--- src/rtl/serial_tx.sv ---
// Framed parallel-to-serial transmitter: start bit, DATA_W data bits, optional parity, stop bit.
// Define SERIAL_TX_PARITY_EN to insert an even-parity bit between the data bits and the stop bit.
module serial_tx #(
   parameter int DATA_W       = 8,
   parameter int CLKS_PER_BIT = 4
) (
   input  logic              clk,
   input  logic              rst,
   input  logic [DATA_W-1:0] tx_data,
   input  logic              tx_l2b,
   input  logic              tx_valid,
   output logic              tx_ready,
   output logic              tx,
   output logic              busy,
   output logic              tx_done
);

   localparam int CW = (CLKS_PER_BIT > 1) ? $clog2(CLKS_PER_BIT) : 1;
   localparam int BW = (DATA_W > 1) ? $clog2(DATA_W) : 1;
   localparam logic [CW-1:0] CNT_LAST = CW'(CLKS_PER_BIT - 1);
   localparam logic [BW-1:0] BIT_LAST = BW'(DATA_W - 1);

   typedef enum logic [2:0] {IDLE, START, DATA, PARITY, STOP} state_t;

   state_t            state, state_nxt;
   logic [CW-1:0]     cnt, cnt_nxt;
   logic [BW-1:0]     bitn, bit_nxt;
   logic [DATA_W-1:0] sh, sh_nxt;
   logic              l2b, l2b_nxt;
   logic [DATA_W-1:0] hold_data;
   logic              hold_l2b;
   logic              hold_full;
   logic              accept, load, last, tx_nxt;
`ifdef SERIAL_TX_PARITY_EN
   logic              par, par_nxt;
`endif

   assign tx_ready = !rst && !hold_full;
   assign accept   = tx_valid && tx_ready;
   assign busy     = (state != IDLE);
   assign last     = (cnt == CNT_LAST);

   always_comb begin
      state_nxt = state;
      cnt_nxt   = '0;
      bit_nxt   = bitn;
      sh_nxt    = sh;
      l2b_nxt   = l2b;
      load      = 1'b0;
      tx_done   = 1'b0;
      tx_nxt    = 1'b1;
      if (state != IDLE)
         cnt_nxt = last ? '0 : cnt + CW'(1);
      case (state)
         IDLE: if (hold_full) begin
            load      = 1'b1;
            state_nxt = START;
         end
         START: if (last) begin
            state_nxt = DATA;
            bit_nxt   = '0;
         end
         DATA: if (last) begin
            if (bitn == BIT_LAST)
`ifdef SERIAL_TX_PARITY_EN
               state_nxt = PARITY;
`else
               state_nxt = STOP;
`endif
            else begin
               bit_nxt = bitn + BW'(1);
               sh_nxt  = l2b ? (sh >> 1) : (sh << 1);
            end
         end
`ifdef SERIAL_TX_PARITY_EN
         PARITY: if (last) state_nxt = STOP;
`endif
         STOP: begin
            tx_done = last;
            // a held word chains straight into the next start bit
            if (last) begin
               if (hold_full) begin
                  load      = 1'b1;
                  state_nxt = START;
               end else
                  state_nxt = IDLE;
            end
         end
         default: state_nxt = IDLE;
      endcase
      if (load) begin
         sh_nxt  = hold_data;
         l2b_nxt = hold_l2b;
      end
`ifdef SERIAL_TX_PARITY_EN
      par_nxt = load ? ^hold_data : par;
`endif
      // tx is registered from the next-state view so the line changes on the state edge
      case (state_nxt)
         START:   tx_nxt = 1'b0;
         DATA:    tx_nxt = l2b_nxt ? sh_nxt[0] : sh_nxt[DATA_W-1];
`ifdef SERIAL_TX_PARITY_EN
         PARITY:  tx_nxt = par_nxt;
`endif
         default: tx_nxt = 1'b1;
      endcase
   end

   always_ff @(posedge clk) begin
      if (rst) begin
         state     <= IDLE;
         cnt       <= '0;
         bitn      <= '0;
         sh        <= '0;
         l2b       <= 1'b0;
         hold_data <= '0;
         hold_l2b  <= 1'b0;
         hold_full <= 1'b0;
         tx        <= 1'b1;
      end else begin
         state <= state_nxt;
         cnt   <= cnt_nxt;
         bitn  <= bit_nxt;
         sh    <= sh_nxt;
         l2b   <= l2b_nxt;
         tx    <= tx_nxt;
         if (accept) begin
            hold_data <= tx_data;
            hold_l2b  <= tx_l2b;
            hold_full <= 1'b1;
         end else if (load)
            hold_full <= 1'b0;
      end
   end

`ifdef SERIAL_TX_PARITY_EN
   always_ff @(posedge clk) begin
      if (rst) par <= 1'b0;
      else     par <= par_nxt;
   end
`endif

endmodule

--- config.mk ---
export PLATFORM = sky130hd
export DESIGN_NAME = serial_tx
export DESIGN_NICKNAME = d
export VERILOG_FILES = /design/src/rtl/serial_tx.sv
export SDC_FILE = /design/constraint.sdc
export NUM_CORES = 1
export LEC_CHECK = 0
export ABC_AREA = 1
export BUFFER_PORTS_ARGS = -buffer_cell sky130_fd_sc_hd__buf_2
export CORE_MARGIN = 4
export CORE_UTILIZATION = 48
export CTS_CLUSTER_SIZE = 24
export DETAILED_ROUTE_END_ITERATION = 10
export MAX_ROUTING_LAYER = met4
export PLACE_DENSITY = 0.79
export SYNTH_ARGS = -nofsm -noshare
export SYNTH_HDL_FRONTEND = slang
export SYNTH_SLANG_ARGS = --single-unit
export TNS_END_PERCENT = 20
--- constraint.sdc ---
create_clock -name clk -period 2.05 [get_ports clk]
set_clock_uncertainty 0.1 [all_clocks]
set_input_delay 0.41 -clock clk [delete_from_list [all_inputs] [get_ports clk]]
set_output_delay 0.41 -clock clk [all_outputs]
set_load 0.03 [all_outputs]
==> flow_summary_export.csv <==
group,metric,value,unit
floorplan,rows,18,
worst_setup_path,cp.arrival,1.31,ns
worst_setup_path,cp.required,1.54,ns
logic_synthesis,synth_largest_area_cell,"dfxtp_1",
worst_setup_path,endpoint_kind,"primary output",
detailed_routing,drtPass1Iterations,4,
run,cap_violations,0,
min_path,hp-class,"primary input to flop",
placement,gp_congestion,0.906,
min_path,worstHoldEndpoint,"hold_l2b$_SDFFE_PP0P_",
logic_synthesis,synth_warnings,0,
sta,report.final.slew_viol_count,0,
worst_setup_path,critPathLaunchType,"flop",
logic_synthesis,ys_types,27,
detailed_routing,drt-total-wl,2540,um
clock_tree,clock_sinks,28,
worst_setup_path,worstSetupPathType,"flop to primary output",
logic_synthesis,synth_top_area_share,0.434,
outcome,outcome,"finished, final reports clean",
logic_synthesis,ys_top_cells_by_count,"dfxtp_1 (28), nand2_1 (24), inv_1 (21), a21oi_1 (16), nor2_1 (15)",
sta,clock.fmax,0.549,GHz
sta,fin_crit,1.82,ns
clock_tree,post-cts-setup-buffers,0,
cells_and_area,antennaDiodeCount,0,
logic_synthesis,synthFlopType,"dfxtp_1",
placement,dp_hpwl,1840,um
sta,tns,0,ns
logic_synthesis,syn-num-nets,178,
floorplan,core,0.00252,mm2
floorplan,floorplan.io_pins,16,
min_path,hp-start,"tx_l2b",
clock_tree,clk_pin_slew_worst_paths,0.15,ns
logic_synthesis,synth_edf_count,0,
floorplan,die-width,59.9,um
cells_and_area,nets,193,
detailed_routing,wire_per_inst,12.3,um
clock_tree,cts_tree,"yes",
floorplan,start_util,0.512,
global_routing,grt.total_usage,0.168,
sta,slew_headroom,0.675,
clock_tree,cts-htree-levels,1,
global_routing,grt_max_degree,19,
detailed_routing,drtAntennaViolNets,0,
global_routing,grt_first_pass_wirelength,4520,um
logic_synthesis,yosysSeqAreaShare,0.434,
logic_synthesis,yosysMostFrequentCell,"dfxtp_1",
sta,period_share,0.888,
worst_setup_path,rr_worst_depth,10,
logic_synthesis,synth.avg_cell_area,7.93,um2
sta,rsz0062_at_grt,"false",
detailed_routing,drc,0,
power_and_ir_drop,vdd_ir_drop_max,664,uV
global_routing,grt_pass1_vias,1051,
placement,port_buffers,15,
cells_and_area,final_util,0.569,
logic_synthesis,ys_seq_elements,28,
sta,tightest_slew,0.486,ns
clock_tree,clockBufferDepth,2,
logic_synthesis,async_flop_share,0,
detailed_routing,via_count,1111,
detailed_routing,drtIter0Drc,46,
global_routing,grt_antenna_before_repair,0,
power_and_ir_drop,leakage,0.631,nW
cells_and_area,drive_gt1_frac,0.198,
detailed_routing,viasPerCell,5.37,
power_and_ir_drop,power_density,781,mW/mm2
sta,setup_viol,0,
worst_setup_path,critPathMaxFanout,6,
placement,dp.cells,203,
logic_synthesis,yosys-top-cells-area,"dfxtp_1 (43%), nand2_1 (7.0%), a21oi_1 (6.2%)",
min_path,hold_depth,3,
cells_and_area,area_delta_synth_final,11.0,%
logic_synthesis,syn_area,0.00129,mm2
cells_and_area,fin_cells,207,
clock_tree,numCtsBuffers,3,
worst_setup_path,r2r_end,"tx$_SDFF_PP1_",
floorplan,dieArea,0.00359,mm2
worst_setup_path,reg2reg_from,"bitn[0]$_SDFFE_PP0P_",
sta,finalHoldViolations,0,
global_routing,gr-total-overflow,0,
worst_setup_path,rrSetupSlack,0.26,ns
clock_tree,worstSkewPairLatency,0.32,ns
logic_synthesis,syn_inst,163,
clock_tree,root_buffer,"clkbuf_4",
floorplan,dieHeight,59.9,um
worst_setup_path,crit_start,"cnt[0]$_SDFF_PP0_",
-- state kept, by name, summed over array words and instances, names as in the netlist --
signal and count:
hold_full 1, tx 1, state 3, cnt 2
hold_l2b 1, sh 8, bitn 3, l2b 1
hold_data 8
-- per-stage QoR --
stage	total power [mW]	setup slack [ns]	hold WS (ns)	area, um2
after global routing	1.18	0.103	0.168	1440
after floorplan	0.740	0.0522	0.299	1290
after global placement	0.766	0.418	0.305	1370
after CTS	1.13	0.106	0.161	1430
after detailed placement	0.773	0.355	0.321	1370
final	1.12	0.229	0.172	1440
-- logic make-up (layout without fill, tap and decap cells) --
| family | count (synthesis) | in the layout | share of synthesized area |
|---|---|---|---|
| AND/OR/NAND/NOR | 63 | 63 | 0.247 |
| AO/OA/AOI/OAI | 35 | 35 | 0.152 |
| flip-flops | 28 | 28 | 0.434 |
| buffers and inverters | 28 | 42 | 0.0920 |
| multiplexers | 6 | 6 | 0.0465 |
| adder cells (fa/ha/maj) | 3 | 3 | 0.0290 |
-- power by group --
part | switching (mW) | internal [mW]
Clock | 0.160 | 0.198
Sequential | 0.0255 | 0.576
Combinational | 0.103 | 0.0579
-- what timing repair did --
| item | 4_1_cts | 5_1_grt |
|---|---|---|
| setup endpoints to repair | 0 | 1 |
| gates resized for setup | 0 | 3 |
| hold buffers | 0 | 0 |
| endpoints found under the hold margin | 0 | 0 |
-- final cells by class --
class | instances | area [um2]
clock inverter | 1 | 30.0
inverter | 23 | 86.3
fill | 235 | 1090
timing repair buffer | 15 | 77.6
clock buffer | 3 | 22.5
multi-input combinational | 107 | 619
sequential | 28 | 562
tap | 30 | 37.5
-- layer usage --
metal / wire (um) / vias to the layer above / GRT usage / part of all wire
li1: - / 565 / - / -
met3: 132 / 4 / 0.0281 / 0.052
met5: 0 / - / - / 0
met2: 1240 / 33 / 0.258 / 0.49
met4: 28 / 0 / 0.0854 / 0.011
met1: 1130 / 509 / 0.211 / 0.45
-- worst max-delay path, stage by stage, from the launching register on --
cell and delay, ns:
dfxtp_1 0.37, ha_1 0.20, inv_2 0.09, nor4_2 0.13, buf_4 0.20
-- how the worst max path moves through the flow --
| stage | endpoint | slack (ns) | cells after the start |
|---|---|---|---|
| 2_1_floorplan | tx_done | 0.05 | 2 |
| 4_1_cts | tx_done | 0.11 | 3 |
| 3_3_place_gp | tx$_SDFF_PP1_ | 0.42 | 10 |
| 3_5_place_dp | hold_data[4]$_SDFFE_PP0P_ | 0.36 | 5 |
| 6_report | tx_done | 0.23 | 4 |
| 5_1_grt | tx_done | 0.10 | 4 |
-- cell usage in the layout (no fill, tap or decap), types with 2 or more instances in the layout --
master    count
nor2_2        2
a21oi_1      16
o21ai_0       8
nand2_2       3
inv_2         2
o22ai_1       6
buf_2        14
nor2_4        2
ha_1          3
nor2_1       15
nand3_1      11
o21ai_2       2
inv_1        21
clkbuf_4      3
nand3_4       2
nand2_1      24
mux2i_1       6
dfxtp_1      27
Note: power is estimated with default switching activity, not from simulation.
